### src/rtl/alu_sched.sv
// alu_sched: two-requester front end for a single shared combinational ALU.
// A granted request runs N+1 times with reg0 fed back from the ALU result,
// then the final value is held on the result channel until consumed.
// Optional feature: define ALU_SCHED_RR_EN for round-robin arbitration;
// without it requester 0 has fixed priority.
module alu_sched #(
  parameter int CNT_W = 5
) (
  input  logic               i_clk,
  input  logic               i_rst,
  input  logic [1:0]         i_req_valid,
  output logic [1:0]         o_req_ready,
  input  logic [63:0]        i_req_reg0,
  input  logic [63:0]        i_req_reg1,
  input  logic [7:0]         i_req_action,
  input  logic [3:0]         i_req_fmt,
  input  logic [2*CNT_W-1:0] i_req_cnt,
  output logic [31:0]        o_alu_reg0,
  output logic [31:0]        o_alu_reg1,
  output logic [3:0]         o_alu_action,
  output logic [1:0]         o_alu_fmt,
  input  logic [31:0]        i_alu_out,
  output logic               o_res_valid,
  output logic               o_res_id,
  output logic [31:0]        o_res_data,
  input  logic               i_res_ready,
  output logic               o_busy
);

  typedef enum logic [1:0] {IDLE, RUN, DONE} state_t;

  state_t           state_q, state_d;
  logic [31:0]      reg0_q, reg1_q;
  logic [3:0]       act_q;
  logic [1:0]       fmt_q;
  logic [CNT_W-1:0] cnt_q;
  logic             id_q;
  logic             win;
  logic             gnt;

  // A grant happens only from IDLE, never while reset is asserted.
  assign gnt = (state_q == IDLE) && (|i_req_valid) && !i_rst;

`ifdef ALU_SCHED_RR_EN
  logic last_q;

  // Winner: under contention the requester not granted last; else the lone requester.
  always_comb begin
    win = (&i_req_valid) ? ~last_q : ~i_req_valid[0];
  end

  // Remember who was granted last; reset value lets requester 0 win first.
  always_ff @(posedge i_clk) begin
    if (i_rst)    last_q <= 1'b1;
    else if (gnt) last_q <= win;
  end
`else
  // Winner: requester 0 always wins contention.
  always_comb begin
    win = ~i_req_valid[0];
  end
`endif

  // State register.
  always_ff @(posedge i_clk) begin
    if (i_rst) state_q <= IDLE;
    else       state_q <= state_d;
  end

  // Next-state logic; DONE always returns to IDLE before another grant.
  always_comb begin
    state_d = state_q;
    case (state_q)
      IDLE:    if (gnt)           state_d = RUN;
      RUN:     if (cnt_q == '0)   state_d = DONE;
      DONE:    if (i_res_ready)   state_d = IDLE;
      default:                    state_d = IDLE;
    endcase
  end

  // Operand/command latch on grant; reg0 iterates and count decrements in RUN.
  always_ff @(posedge i_clk) begin
    if (i_rst) begin
      reg0_q <= '0;
      reg1_q <= '0;
      act_q  <= '0;
      fmt_q  <= '0;
      cnt_q  <= '0;
      id_q   <= 1'b0;
    end else if (gnt) begin
      reg0_q <= win ? i_req_reg0[63:32]             : i_req_reg0[31:0];
      reg1_q <= win ? i_req_reg1[63:32]             : i_req_reg1[31:0];
      act_q  <= win ? i_req_action[7:4]             : i_req_action[3:0];
      fmt_q  <= win ? i_req_fmt[3:2]                : i_req_fmt[1:0];
      cnt_q  <= win ? i_req_cnt[2*CNT_W-1:CNT_W]    : i_req_cnt[CNT_W-1:0];
      id_q   <= win;
    end else if (state_q == RUN) begin
      reg0_q <= i_alu_out;
      cnt_q  <= cnt_q - CNT_W'(1);
    end
  end

  // Outputs: ALU command only in RUN, result channel only in DONE.
  always_comb begin
    o_req_ready  = 2'b00;
    o_alu_reg0   = '0;
    o_alu_reg1   = '0;
    o_alu_action = '0;
    o_alu_fmt    = '0;
    o_res_valid  = 1'b0;
    o_res_id     = 1'b0;
    o_res_data   = '0;
    o_busy       = (state_q != IDLE);
    if (gnt) o_req_ready[win] = 1'b1;
    if (state_q == RUN) begin
      o_alu_reg0   = reg0_q;
      o_alu_reg1   = reg1_q;
      o_alu_action = act_q;
      o_alu_fmt    = fmt_q;
    end
    if (state_q == DONE) begin
      o_res_valid = 1'b1;
      o_res_id    = id_q;
      o_res_data  = reg0_q;
    end
  end

endmodule

### config.mk
export PLATFORM = sky130hd
export DESIGN_NAME = alu_sched
export DESIGN_NICKNAME = d
export VERILOG_FILES = /design/src/rtl/alu_sched.sv
export SDC_FILE = /design/constraint.sdc
export NUM_CORES = 1
export LEC_CHECK = 0
export ABC_AREA = 1
export CAP_MARGIN = 20
export CELL_PAD_IN_SITES_DETAIL_PLACEMENT = 1
export CELL_PAD_IN_SITES_GLOBAL_PLACEMENT = 1
export CORE_MARGIN = 3
export CORE_UTILIZATION = 24
export CTS_CLUSTER_DIAMETER = 150
export DETAILED_ROUTE_END_ITERATION = 12
export PLACE_DENSITY_LB_ADDON = 0.1
export RECOVER_POWER = 50
export SLEW_MARGIN = 5
export SYNTH_ARGS = -nofsm -noshare
export SYNTH_HDL_FRONTEND = slang
export SYNTH_SLANG_ARGS = --single-unit
### constraint.sdc
create_clock -name i_clk -period 1.5 [get_ports i_clk]
set_input_delay 0.15 -clock i_clk [delete_from_list [all_inputs] [get_ports i_clk]]
set_output_delay 0.15 -clock i_clk [all_outputs]
set_load 0.02 [all_outputs]
# Yosys cells after proc, flatten, opt, wreduce, memory -nomap -nowiden
# Index checks and enable logic that the tools add are counted.
# totals
register_bits	78
out_inout_bits	107
# op_classes
addsub	1
magnitude_cmp	2
n_eq_ne	5
muxes	23
bitwise	1
n_reduce_logical	10
# ops
cell	count
2-to-1 mux 32 bit	7
2-to-1 mux 5 bit	3
2-to-1 mux 2 bit	6
2-to-1 mux 4 bit	2
inequality test 2 bit (second input constant)	3
case mux 2 bit (3 select lines)	1
logical NOT 5 bit	1
subtractor 5 x 1 -> 5 bit (second input constant)	1
nonzero test 2 bit	2
logical AND 1 bit	3
2-to-1 mux 1 bit	3
AND reduction 3 bit	1
equality test 2 x 1 -> 1 bit (second input constant)	1
equality test 2 bit (second input constant)	1
logical NOT 2 bit	1
less-than comparator 1 x 2 -> 1 bit (second input constant)	1
OR reduction 2 bit	1
demux 1 bit (select 1 bit)	1
>= comparator 1 bit (second input constant)	1
logical NOT 1 bit	1
NOT 1 bit	1

# Logic depth before layout (Yosys ltp)
# Gate-level depths: netlist (run 1).
# logic_depth
ltp_word	6
mapped_depth	10
mapped_depth_nobuf	9

# Least setup slack after synthesis (run 1)
# Ideal clock, no wire load.
# synth_timing
path_type	reg2out
startpoint	register state_q[1]
endpoint	output port o_res_data[10]
t_arrival_ps	1475
t_required_ps	1350
setup_slack_ps	-125
stages_incl_launch_ff	6
n_path_buf	1
cell_sequence	dfxtp_1 > inv_1 > nor2_1 > clkinv_1 > clkbuf_1 > nor2_1
# synth_via
elab_chain_cells	2
# synth_lines
item	line_no	rtl
start, declared	32	state_t state_q, state_d;
start signal, assigned	67	else state_q <= state_d;
equality test 2 bit	121	if (state_q == DONE) begin
2-to-1 mux 32 bit	121	
end, declared	25	output logic [31:0] o_res_data,
# Every way passes these cells.

# Final worst setup path (run 1)
# layout_timing
startpoint	register state_q[0]
endpoint	output port o_alu_reg0[18]
# layout_via
elab_chain_cells	2
# layout_lines
item	line_no	rtl
equality test 2 x 1 -> 1 bit	115	if (state_q == RUN) begin
2-to-1 mux 32 bit	115	
end, declared	18	output logic [31:0] o_alu_reg0,
# Every way passes these cells.

==> results of run 1 <==
## layout by cell type (no fill, tap or decap), types with 2 or more instances in the layout
cell type	instances
clkbuf_1	2
nand3_1	40
nand2_2	2
nor2_2	24
nor2_1	47
buf_2	4
a21oi_1	39
clkdlybuf4s50_1	184
dfxtp_1	76
buf_4	71
a31oi_1	36
nor2_4	39
inv_4	2
buf_12	10
buf_6	61
clkinv_2	4
buf_8	2
nand2_1	417
buf_16	4
inv_1	119
clkbuf_16	13
## worst max-delay path by stage
| stage | slack [ns] | end | cells after the start | start |
|---|---|---|---|---|
| after floorplan | 0.02 | o_res_data[10] | 5 | state_q[1] |
| after global placement | -0.36 | cnt_q[3] | 11 | i_req_valid[1] |
| after detailed placement | -0.41 | cnt_q[3] | 11 | i_req_valid[1] |
| after CTS | -0.10 | o_res_data[30] | 6 | state_q[1] |
| after global routing | -0.19 | o_alu_reg0[18] | 6 | state_q[1] |
| final | -0.1 | o_alu_reg0[18] | 5 | state_q[0] |
## where the power goes
part | total [mW] | switching (mW) | leakage (nW) | internal, mW
sequential | 2.40 | 0.0918 | 0.646 | 2.31
combinational | 2.86 | 1.58 | 3.56 | 1.28
clock | 2.17 | 0.893 | 0.143 | 1.28
total | 7.44 | 2.57 | 4.35 | 4.87
## metal layers
| layer | vias up | GRT usage | share of wire | wire length (um) |
|---|---|---|---|---|
| met3 | 18 | 0.0442 | 0.067 | 1570 |
| met4 | 0 | 0.0522 | 0.013 | 309 |
| li1 | 3326 | - | - | - |
| met2 | 181 | 0.336 | 0.48 | 11300 |
| met1 | 2994 | 0.245 | 0.44 | 10100 |
| met5 | - | 0 | 0 | 0 |
## stage by stage
step,hold WS [ns],power [mW],setup slack [ns],area [sq um],utilization
floorplan,0.354,3.74,0.0245,4980,-
global placement,0.453,4.97,-0.364,8340,0.411
detailed placement,0.450,5.01,-0.406,8340,0.411
CTS,0.146,7.35,-0.103,8750,0.431
global route,0.161,7.93,-0.187,9260,0.456
finish,0.156,7.44,-0.0973,9260,0.456
## repair_timing
| item | CTS | global route |
|---|---|---|
| endpoints found under the setup margin | 161 | 161 |
| setup buffers | 3 | 3 |
| resized for setup | 621 | 102 |
| pin swaps | 0 | 1 |
| cloned | 3 | 4 |
## state kept, by name, indices dropped and copies added, names as in the netlist
| name | cells |
|---|---|
| id_q | 1 |
| reg1_q | 32 |
| reg0_q | 32 |
| state_q | 2 |
| cnt_q | 5 |
| fmt_q | 2 |
| act_q | 4 |
## layout make-up
type                    count  area, sq um  share of cell area
inverters                 123          474              0.0512
clock buffers              11          233              0.0251
repair buffers            341         3530               0.382
clock inverters             5         50.0             0.00541
flip-flops and latches     78         1570               0.169
multi-input cells         653         3060               0.331
well taps                 270          338              0.0365
## cells by family after synthesis
| family | count (synthesis) |
|---|---|
| simple gates | 573 |
| buf+inv | 185 |
| compound gates | 79 |
| flops | 78 |
| fa+ha+maj | 1 |
## worst min-delay path, delay by kind of cell
kind / cells / cell delay, ns
buf+inv: 2 / 0.16
simple gates: 1 / 0.15
==> impl_metrics.yaml, run 1 <==
timing:
  post-route-period-util: 1.06
  fin_tns_setup_ns: -3.78
  tightest_slew_ns: 0.924
  hold_violations: 0
  relSlewSlack: 0.384
  setup_viol: 97
  fin_crit_ns: 1.60
  drv_slew: 0
  setup_slack_ns: -0.0973
  fmax_mhz: 626
  fin_skew_ns: 0.00723
  rsz0062_at_grt: "yes"
floorplan:
  dieArea_sq_um: 22500
  fp.dieW_um: 150
  start_util: 0.245
  core_area_sq_um: 20300
  ios: 294
  placementRows: 52
  die_h_um: 150
worst_setup_path:
  cp.arrival_ns: 1.45
  r2r_start: "state_q[0]"
  worstSetupPathType: "flop to primary output"
  rrSetupSlack_ns: 0.06
  r2r_end: "reg0_q[9]"
  crit_family: "buffers and inverters"
  ff2ff_path_depth: 8
  cp_slowest_stage_delay_ns: 0.37
  crit_path_end_kind: "primary output"
  path_buf_inv: 3
  cpMaxStageDelayCell: "dfxtp_4"
  cp_cell_sequence: "buf_4 -> nand2_8 -> buf_12 -> nor2_1 -> buf_4"
  critPathMaxFanout: 29
  start_kind: "flop"
  cp_common_cell: "buf_4"
  cp.required_ns: 1.35
synth:
  synth_top_family_by_area: "simple AND/OR/NAND/NOR gates"
  yosysTopAreaCellShare: 0.316
  synth-simple-area-share: 0.445
  ys_types: 20
  synth.area.mux_share: 0
  synth_area_leaders: "nand2_1 (32%), dfxtp_1 (31%), inv_1 (9.0%)"
  synth_nets: 1104
  async_flop_share: 0
  synth-xor-area-share: 0
  syn_area_per_cell_sq_um: 5.44
  netlist_top_cells_count: "nand2_1 (419), inv_1 (120), nor2_1 (110)"
  yosysTopAreaCell: "nand2_1"
  ys_ff_latch: 78
  syn_area_sq_um: 4980
  yosys_warnings: 0
  synth-edff-count: 0
  synth_fa_ha_area_frac: 0.00251
  syn_inst: 916
  synth_ff_type: "dfxtp_1"
  synth_compound_area_frac: 0.0895
  ys_seq_area_frac: 0.314
  yosysMostFrequentCell: "nand2_1"
grt:
  antenna_found_initial: 0
  grt_overflow: 0
  grt_max_degree: 78
  grt_pass1_wl_um: 34800
  grt_pass1_vias: 6513
  track_usage: 0.195
routing:
  drc: 0
  vias_per_cell: 4.40
  postRouteAntennaNets: 0
  drt_iter0_markers: 197
  dr.pass1.iters: 4
  vias: 6519
  finalWirelength_um: 23300
  wl_per_cell_um: 15.7
cts:
  insertion_delay_ns: 0.34
  cts_tree: "yes"
  cts_buffers: 9
  cts_sinks: 78
  clkTransAtPathRegs_ns: 0.06
  htree_levels: 3
  root_buffer: "clkbuf_16"
  clk_path_buf_depth: 2
  hold_buffers: 0
hold_path:
  hold_end: "state_q[1]"
  worstHoldPathType: "input pin to flop"
  whs_path_depth: 3
  worstHoldStart: "i_rst"
layout:
  nNetsFinal: 1394
  n_antenna_cell: 0
  fillers: 2592
  final_cells: 1481
  drive_gt1_frac: 0.203
  syn_to_final_growth_pct: 85.9
placement:
  portBuffers: 293
  hpwl_um: 15800
  gp_congestion: 0.750
  dp.cells: 1452
pwr:
  peakVddDrop_mv: 0.516
  p_leak_nw: 4.35
  powerDensity_nw_per_um2: 804
status:
  outcome: "finished with violations"
  violations: "setup timing"
run:
  maxCapViolCount: 0
Power figures use the tool's default switching activity.
==> run 2, diff against run 1 <==
--- a/config.mk
+++ b/config.mk
@@ -13,8 +13,8 @@
 export CORE_UTILIZATION = 24
 export CTS_CLUSTER_DIAMETER = 150
 export DETAILED_ROUTE_END_ITERATION = 12
+export HOLD_SLACK_MARGIN = 0.02
 export PLACE_DENSITY_LB_ADDON = 0.1
-export RECOVER_POWER = 50
 export SLEW_MARGIN = 5
 export SYNTH_ARGS = -nofsm -noshare
 export SYNTH_HDL_FRONTEND = slang
==> results of run 2 <==
Final layout, timing and power as in run 1 (identical DEF).
